### src/rtl/uart_pkg.sv
// Shared UART definitions: transmitter state encoding and default frame/baud constants.
package uart_pkg;

    localparam int unsigned DEFAULT_DATA_BITS    = 8;
    localparam int unsigned DEFAULT_CLKS_PER_BIT = 10416;
    localparam int unsigned DEFAULT_STOP_BITS    = 1;
    localparam int unsigned DEFAULT_FIFO_DEPTH   = 16;

    typedef enum logic [1:0] {
        IDLE  = 2'd0,
        START = 2'd1,
        DATA  = 2'd2,
        STOP  = 2'd3
    } tx_state_e;

endpackage

### src/rtl/uart_sync_fifo.sv
// Single-clock FIFO with separate occupancy counter; push is refused when full,
// pop is ignored when empty, head entry visible on rdata without a pop.
module uart_sync_fifo #(
    parameter int unsigned WIDTH = 8,
    parameter int unsigned DEPTH = 16
) (
    input  logic                     clk,
    input  logic                     rst_n,
    input  logic                     push,
    input  logic [WIDTH-1:0]         wdata,
    input  logic                     pop,
    output logic [WIDTH-1:0]         rdata,
    output logic                     full,
    output logic                     empty,
    output logic [$clog2(DEPTH):0]   count
);

    localparam int unsigned PTR_W = $clog2(DEPTH);
    localparam int unsigned CNT_W = PTR_W + 1;

    logic [WIDTH-1:0] mem [DEPTH];
    logic [PTR_W-1:0] wr_ptr;
    logic [PTR_W-1:0] rd_ptr;
    logic             push_ok;
    logic             pop_ok;

    assign full    = (count == CNT_W'(DEPTH));
    assign empty   = (count == '0);
    assign push_ok = push && !full;
    assign pop_ok  = pop && !empty;
    assign rdata   = mem[rd_ptr];

    always_ff @(posedge clk) begin
        if (push_ok) begin
            mem[wr_ptr] <= wdata;
        end
    end

    // Pointers wrap naturally because DEPTH is a power of two.
    always_ff @(posedge clk or negedge rst_n) begin
        if (!rst_n) begin
            wr_ptr <= '0;
            rd_ptr <= '0;
            count  <= '0;
        end else begin
            if (push_ok) begin
                wr_ptr <= wr_ptr + PTR_W'(1);
            end
            if (pop_ok) begin
                rd_ptr <= rd_ptr + PTR_W'(1);
            end
            case ({push_ok, pop_ok})
                2'b10:   count <= count + CNT_W'(1);
                2'b01:   count <= count - CNT_W'(1);
                default: count <= count;
            endcase
        end
    end

endmodule

### src/rtl/uart_tx_fifo.sv
// Buffered UART transmitter: bytes queue in a FIFO and are sent as start, LSB-first
// data and STOP_BITS stop bits; frames run back-to-back while the FIFO has data.
module uart_tx_fifo
    import uart_pkg::*;
#(
    parameter int unsigned DATA_BITS    = DEFAULT_DATA_BITS,
    parameter int unsigned CLKS_PER_BIT = DEFAULT_CLKS_PER_BIT,
    parameter int unsigned STOP_BITS    = DEFAULT_STOP_BITS,
    parameter int unsigned FIFO_DEPTH   = DEFAULT_FIFO_DEPTH
) (
    input  logic                          clk,
    input  logic                          i_reset_n,
    input  logic [DATA_BITS-1:0]          i_data,
    input  logic                          i_valid,
    output logic                          o_ready,
    output logic                          o_tx,
    output logic                          o_busy,
    output logic [$clog2(FIFO_DEPTH):0]   o_count
);

    localparam int unsigned BAUD_W = $clog2(CLKS_PER_BIT);
    localparam int unsigned IDX_W  = (DATA_BITS > 2) ? $clog2(DATA_BITS) : 1;

    tx_state_e            state_q, state_d;
    logic [BAUD_W-1:0]    baud_q, baud_d;
    logic [IDX_W-1:0]     idx_q, idx_d;
    logic [DATA_BITS-1:0] shift_q, shift_d;
    logic                 tx_q, tx_d;
    logic                 baud_end;
    logic                 fifo_pop;
    logic                 fifo_full;
    logic                 fifo_empty;
    logic [DATA_BITS-1:0] fifo_rdata;

    uart_sync_fifo #(
        .WIDTH (DATA_BITS),
        .DEPTH (FIFO_DEPTH)
    ) u_fifo (
        .clk   (clk),
        .rst_n (i_reset_n),
        .push  (i_valid),
        .wdata (i_data),
        .pop   (fifo_pop),
        .rdata (fifo_rdata),
        .full  (fifo_full),
        .empty (fifo_empty),
        .count (o_count)
    );

    assign o_ready  = !fifo_full;
    assign o_busy   = (state_q != IDLE) || !fifo_empty;
    assign o_tx     = tx_q;
    assign baud_end = (baud_q == BAUD_W'(CLKS_PER_BIT - 1));

    always_ff @(posedge clk or negedge i_reset_n) begin
        if (!i_reset_n) begin
            state_q <= IDLE;
            baud_q  <= '0;
            idx_q   <= '0;
            shift_q <= '0;
            tx_q    <= 1'b1;
        end else begin
            state_q <= state_d;
            baud_q  <= baud_d;
            idx_q   <= idx_d;
            shift_q <= shift_d;
            tx_q    <= tx_d;
        end
    end

    // tx_d is the line level for the next cycle, so o_tx follows state changes with no skew.
    always_comb begin
        state_d  = state_q;
        baud_d   = baud_q;
        idx_d    = idx_q;
        shift_d  = shift_q;
        tx_d     = tx_q;
        fifo_pop = 1'b0;
        case (state_q)
            IDLE: begin
                tx_d = 1'b1;
                if (!fifo_empty) begin
                    fifo_pop = 1'b1;
                    shift_d  = fifo_rdata;
                    baud_d   = '0;
                    tx_d     = 1'b0;
                    state_d  = START;
                end
            end
            START: begin
                if (baud_end) begin
                    baud_d  = '0;
                    idx_d   = '0;
                    tx_d    = shift_q[0];
                    state_d = DATA;
                end else begin
                    baud_d = baud_q + BAUD_W'(1);
                end
            end
            DATA: begin
                if (baud_end) begin
                    baud_d  = '0;
                    shift_d = shift_q >> 1;
                    if (idx_q == IDX_W'(DATA_BITS - 1)) begin
                        idx_d   = '0;
                        tx_d    = 1'b1;
                        state_d = STOP;
                    end else begin
                        idx_d = idx_q + IDX_W'(1);
                        tx_d  = shift_d[0];
                    end
                end else begin
                    baud_d = baud_q + BAUD_W'(1);
                end
            end
            STOP: begin
                if (baud_end) begin
                    baud_d = '0;
                    if (idx_q == IDX_W'(STOP_BITS - 1)) begin
                        idx_d = '0;
                        if (!fifo_empty) begin
                            fifo_pop = 1'b1;
                            shift_d  = fifo_rdata;
                            tx_d     = 1'b0;
                            state_d  = START;
                        end else begin
                            tx_d    = 1'b1;
                            state_d = IDLE;
                        end
                    end else begin
                        idx_d = idx_q + IDX_W'(1);
                    end
                end else begin
                    baud_d = baud_q + BAUD_W'(1);
                end
            end
            default: begin
                tx_d    = 1'b1;
                state_d = IDLE;
            end
        endcase
    end

endmodule
### config.mk
export PLATFORM = sky130hd
export DESIGN_NAME = uart_tx_fifo
export DESIGN_NICKNAME = d
export VERILOG_FILES = /design/src/rtl/uart_pkg.sv /design/src/rtl/uart_sync_fifo.sv /design/src/rtl/uart_tx_fifo.sv
export SDC_FILE = /design/constraint.sdc
export NUM_CORES = 1
export LEC_CHECK = 0
export ABC_AREA = 1
export BUFFER_PORTS_ARGS = -buffer_cell sky130_fd_sc_hd__buf_2
export CELL_PAD_IN_SITES_DETAIL_PLACEMENT = 1
export CELL_PAD_IN_SITES_GLOBAL_PLACEMENT = 2
export CORE_MARGIN = 2
export CORE_UTILIZATION = 36
export DETAILED_ROUTE_END_ITERATION = 8
export HOLD_SLACK_MARGIN = 0.02
export PLACE_DENSITY_LB_ADDON = 0.1
export SLEW_MARGIN = 20
export SYNTH_ARGS = -nofsm -noshare
export SYNTH_HDL_FRONTEND = slang
export SYNTH_SLANG_ARGS = --single-unit
export TNS_END_PERCENT = 100
### constraint.sdc
create_clock -name clk -period 2.8 [get_ports clk]
set_input_delay 0.7 -clock clk [delete_from_list [all_inputs] [get_ports clk]]
set_output_delay 0.7 -clock clk [all_outputs]
set_load 0.02 [all_outputs]
======== Word level (Yosys, flattened, before mapping) ========
Memory sizes are Yosys's and may differ from the RTL's.
Index checks and enable logic that the tools add are counted.
storage, ports and cells
  flip-flop bits (word level) ............. 41
  bits in latches ......................... 0
  memory bits (writable) .................. 128
  ROM bits ................................ 0
  input port bits ......................... 11
  output and inout bits ................... 8
  word-level logic and storage cells ...... 82
  memories kept ........................... 1
memories
  memory      depth  bits a word  read ports  clocked after memory_dff  write ports  RTL line              text
  u_fifo.mem  16     8            1           0                         1            uart_sync_fifo.sv:21  logic [WIDTH-1:0] mem [DEPTH];
operators by class
  $add $sub $neg .......................... 6
  multipliers ............................. 0
  divide/modulo/power cells ............... 0
  magnitude comparators ................... 0
  eq/ne operators ......................... 14
  shift operators ......................... 0
  mux-type cells .......................... 36
  bitwise logic cells ..................... 0
  reduce and logical (&&, ||, !) cells .... 17
operators by type and width
  kind                   count
  $mux 8                 4
  $mux 14                2
  $pmux 14 s2            1
  $pmux 8 s3             1
  $mux 3                 5
  $add 14x1->14 const B  1
  $eq 14x14->1 const B   1
  $mux 1                 12
  $mux 2                 6
  $ne 2x2->1 const B     6
  $reduce_and 4->1       3
  $pmux 5 s2             1
  $pmux 3 s3             1
  $add 4x1->4 const B    2
  $pmux 2 s4             1
  $eq 2x2->1 const B     3
  $reduce_and 6->1       1
  $reduce_bool 3->1      2
  $add 5x1->5 const B    1
  $eq 5x5->1 const B     1
  $logic_not 5->1        1
  $sub 5x1->5 const B    1
  $eq 2x1->1 const B     2
  $pmux 1 s4             1
  10 further kinds       13

======== Logic depth before layout (Yosys ltp) ========
  depth in word-level cells ............... 8
  gate-level depth with buffers ........... 19
  mapped depth without buffers ............ 19

======== Cells and area by module ========
A second synthesis with hierarchy kept.
unflattened totals
  cells, all modules ...................... 877
  area total of the unflattened synthesis .. 8,122.8 um^2
modules (own cells, without submodules)
  module          times used  cells an instance  area an instance (um^2)  sequential area each (um^2)
  uart_sync_fifo  1           621                6,231.0                  4,169.0
  uart_tx_fifo    1           256                1,891.8                  701.9

======== Worst setup path after synthesis ========
No wires, ideal clock.
  kind .................................... flip-flop to flip-flop
  from .................................... register baud_q[0]
  to ...................................... register u_fifo.count[4]
  arrival time ............................ 2,496 ps
  required time ........................... 2,683 ps
  path slack .............................. 188 ps
  stages on the path, launching flop included .. 20
  clock period less this slack ............ 2,612 ps
  path through ............................ dfrtp_1 -> ha_1 -> nand2_2 -> nor2_4 -> nand3_1 -> nor2_2 -> nand2_2 -> nand2_4 -> nand2_4 -> inv_1 -> ha_1 -> inv_1 -> fa_1 -> inv_1 -> a21oi_1 -> nor2_1 -> nor2_1 -> xor2_1 -> nand2_1 -> nand2_1
between the ends
  longest elaborated chain between the ends .. 6
  elaborated cells on any way between the ends .. 8
RTL lines
  what                                                    RTL line              text
  from (decl)                                             uart_tx_fifo.sv:25    logic [BAUD_W-1:0] baud_q, baud_d;
  from (signal assigned)                                  uart_tx_fifo.sv:64    baud_q <= baud_d;
  $eq 14x14->1 (*)                                        uart_tx_fifo.sv:53    assign baud_end = (baud_q == BAUD_W'(CLKS_PER_BIT - 1));
  $mux 1 (*)                                              uart_tx_fifo.sv:117   if (baud_end) begin
  $pmux 1 s2 (*)                                          uart_tx_fifo.sv:79    case (state_q)
  $logic_and 1x1->1 (*)                                   uart_sync_fifo.sv:30  assign pop_ok = pop && !empty;
  net u_fifo.pop_ok                                       uart_sync_fifo.sv:25  logic pop_ok;
  $eq 2x1->1 / $eq 2x2->1 (equally long branches)         uart_sync_fifo.sv:52  case ({push_ok, pop_ok})
  $pmux 5 s2 / $reduce_bool 2->1 (equally long branches)  -
  to (signal assigned)                                    uart_sync_fifo.sv:53  2'b10: count <= count + CNT_W'(1);
  to (signal assigned)                                    uart_sync_fifo.sv:54  2'b01: count <= count - CNT_W'(1);
  to (signal assigned)                                    uart_sync_fifo.sv:55  default: count <= count;
  to (decl)                                               uart_sync_fifo.sv:15  output logic [$clog2(DEPTH):0] count
Mark *: on every way through the listed nets, which the timed path passes. The rest lies on a longest branch.
A chain may end at the register's enable or synchronous reset.

======== Worst setup path in the final report ========
  from .................................... register u_fifo.count[2]
  to ...................................... output port o_busy
between the ends
  longest elaborated chain between the ends .. 3
RTL lines
  what              RTL line              text
  $logic_not 5->1   uart_sync_fifo.sv:28  assign empty = (count == '0);
  $logic_not 1->1   uart_tx_fifo.sv:51    assign o_busy = (state_q != IDLE) || !fifo_empty;
  $logic_or 1x1->1  uart_tx_fifo.sv:51
  to (decl)         uart_tx_fifo.sv:17    output logic o_busy,
Every way passes these cells.

==> metrics.txt <==
switch share=41.2%; Seq cells post-synth=169; Critical Path, Cell by Cell=nor2_1 -> nand3_2 -> buf_4 -> nor2_4 -> inv_2 -> buf_2; DRC viols=0; hold_ws=0.143 ns; global route hottest layer=met2; fin cells=1,164; Initial Util=36.5%; I/O pin count=19; Layout area overhead=14.8%; Clk Latency, worst-skew pair=0.44 ns; die width=152 µm; Static Leak=3.80 nW; filler cell count=2,477; Crit Path Category=reg2out; post-route ant nets=0; synth top area cells=edfxtp_1 49%, nand2_1 13%, dfrtp_1 13%; initial antenna violation count=0; XOR/XNOR Fraction of Synth Area=0.886%; sequential area share after synthesis=61.6%; Worst path max stage delay=0.43 ns; mux share of post-synthesis cell area=0%; Yosys cell types=33; status=finished, final reports clean; Async SR Flop Fraction=24.3%; Pre-antenna DRT Iters=5; wire per inst=17.6 µm; post-synthesis simple-gate area fraction=25.8%; diode count=0; CTS clock-pin slew for the worst setup and hold paths=0.08 ns; Slowest cell on crit path=dfrtp_1; Tcrit/Tclk final=92.8%; Worst slew margin=63.3%; dominant synthesized flop cell=edfxtp_1; GRT met2 Usage=33.3%; commonest non-fill, non-tap cell in the layout=nand2_1; buffer and inverter count on the worst path=3; Max IR drop VDD=0.000439 V; Max Cap Viol=0; vias in the first global route=5,984; WP data arrival=1.90 ns; # port buffers=18; DRT Wirelength=20,500 µm; CP Capture Type=output port; commonest non-fill, non-tap cells in the layout=277 x nand2_1, 128 x edfxtp_1, 106 x nor2_1; RSZ-0062 raised after global routing=no; Post-Place Cells=1,130; Slew @ Worst Pin=0.551 ns; Max FO, Critical Path=8; combinational power share=36.9%; largest buffer count on any clock path=2; worst min path class=in2async; post-synth top area share=48.6%; Synth Net Count=861; CTS H-tree lvls=4; area leader, netlist=edfxtp_1; Required @ worst endpoint=2.10 ns; Clock Root Buffer=clkbuf_16; met3 Resource Use GR=3.10%; EDFF count, synth=128; Fin Setup TNS=0 ns; FP Rows=54; largest family of logic cells by synthesized area=simple AND/OR/NAND/NOR gates; FF+latch area=4870 µm²; total grt overflow=0; Final Max Tran Viols=0; die area=23,200 µm²; multi-input logic area=2660 µm²; area of the mapped netlist=7910 µm²; first-pass GRT wire length=32,800 µm; TritonCTS buffer count=17; clock sinks=169; Die H=152 µm; FMAX=385 MHz; RePlAce Congestion=0.723; CORE AREA=21,700 µm²; Cell Pwr Density=1000 nW/µm²; NetSw=3.75 mW; starting DRC count in detailed routing=234; P_int=5.35 mW; largest net degree at the start of global routing=74; DR vias/cell=4.84; CTS tree=built; layout cell share with drive strength beyond 1=12.9%; Synth Area in Compound Gates=3.43%; Startpoint Class=flip-flop; Seq pwr share=36.9%; final setup fails=0; Via Count=5,631; synth warn=0; cell family with most CP delay=simple AND/OR/NAND/NOR gates; minimum clock period=2.60 ns; Synth Area in Adders=3.26%; GR Layer Usage met1=22.6%; Syn Inst Count=830; Total GRT Usage=18.3%; clk_skew=0.0136 ns; Hold Fails Final Rpt=0; Clk pwr share=26.2%; Post-Syn Area per Cell=9.53 µm²; Post-DP HPWL=13,700 µm; nets=902
-- sequential cells by signal (all words and copies together) (netlist names) --
register	flops
u_fifo.mem	128
o_tx	1
baud_q	14
u_fifo.wr_ptr	4
u_fifo.count	5
shift_q	8
idx_q	3
state_q	2
u_fifo.rd_ptr	4
-- layer usage --
layer / share of wire [%] / wire, µm
met2: 52 / 10700
met4: 1.2 / 237
met1: 43 / 8820
met3: 3.3 / 674
met5: 0 / 0
-- synth_stat cells, types with 2 or more instances --
library cell / n
a21oi_1: 18
a31oi_1: 2
buf_2: 14
buf_4: 4
buf_6: 3
clkbuf_1: 4
dfrtp_1: 40
edfxtp_1: 128
ha_1: 19
inv_1: 57
inv_2: 7
nand2_1: 277
nand2_2: 4
nand2_4: 3
nand3_1: 75
nand4_1: 10
nor2_1: 107
nor2_2: 8
nor2_4: 3
o21ai_0: 16
o21ai_1: 13
xnor2_1: 2
xor2_1: 6
-- final cells by class --
type                    count  share of cell area [%]
clock buffers              17                    4.69
inverters                  65                    2.69
well taps                 280                    3.86
clock inverters            15                    2.05
repair buffers             48                    3.75
flip-flops and latches    169                    53.7
multi-input cells         570                    29.3
-- cell families after synthesis --
| logic type | after synthesis |
|---|---|
| AO/OA/AOI/OAI | 52 |
| flip-flops | 169 |
| AND/OR/NAND/NOR | 490 |
| adder cells (fa/ha/maj) | 20 |
| XOR/XNOR | 8 |
| buffers and inverters | 91 |
-- final timing paths --
path,slack (ns),cells after the start,from,to
max in group asynchronous,2.08,2,i_reset_n,u_fifo.rd_ptr[0]$_DFFE_PN0P_
hold reg to reg,0.48,2,o_tx$_DFFE_PN1P_,o_tx$_DFFE_PN1P_
setup reg to reg,0.22,19,baud_q[1]$_DFFE_PN0N_,u_fifo.count[4]$_DFFE_PN0P_
min in group clk,0.48,2,o_tx$_DFFE_PN1P_,o_tx$_DFFE_PN1P_
setup / recovery,0.20,6,u_fifo.count[2]$_DFFE_PN0P_,o_busy
hold / removal,0.14,1,i_reset_n,shift_q[4]$_DFFE_PN0P_
-- power by group through the flow --
stage | clock [mW] | combinational, mW | sequential, mW
global placement | 0 | 3.33 | 3.38
finish | 2.38 | 3.36 | 3.36
floorplan | 0 | 2.33 | 3.38
detailed placement | 0 | 3.40 | 3.41
global route | 2.54 | 3.84 | 3.41
CTS | 2.44 | 3.42 | 3.35
-- through the flow --
stage          cell area [µm²]  util [%]  total power [mW]  setup WS [ns]
6_report                  9080      41.9              9.10          0.202
3_5_place_dp              8430      38.9              6.80          0.135
3_3_place_gp              8430      38.9              6.71          0.218
5_1_grt                   9080      41.9              9.79         0.0161
4_1_cts                   9050      41.7              9.21          0.100
2_1_floorplan             7910         -              5.70          0.188
-- repair_timing --
item | CTS | global route
hold buffers | 0 | 0
endpoints found under the setup margin | 0 | 2
setup buffers | 0 | 2
resized for setup | 0 | 7
No activity file was read; power rests on OpenSTA's default activity.
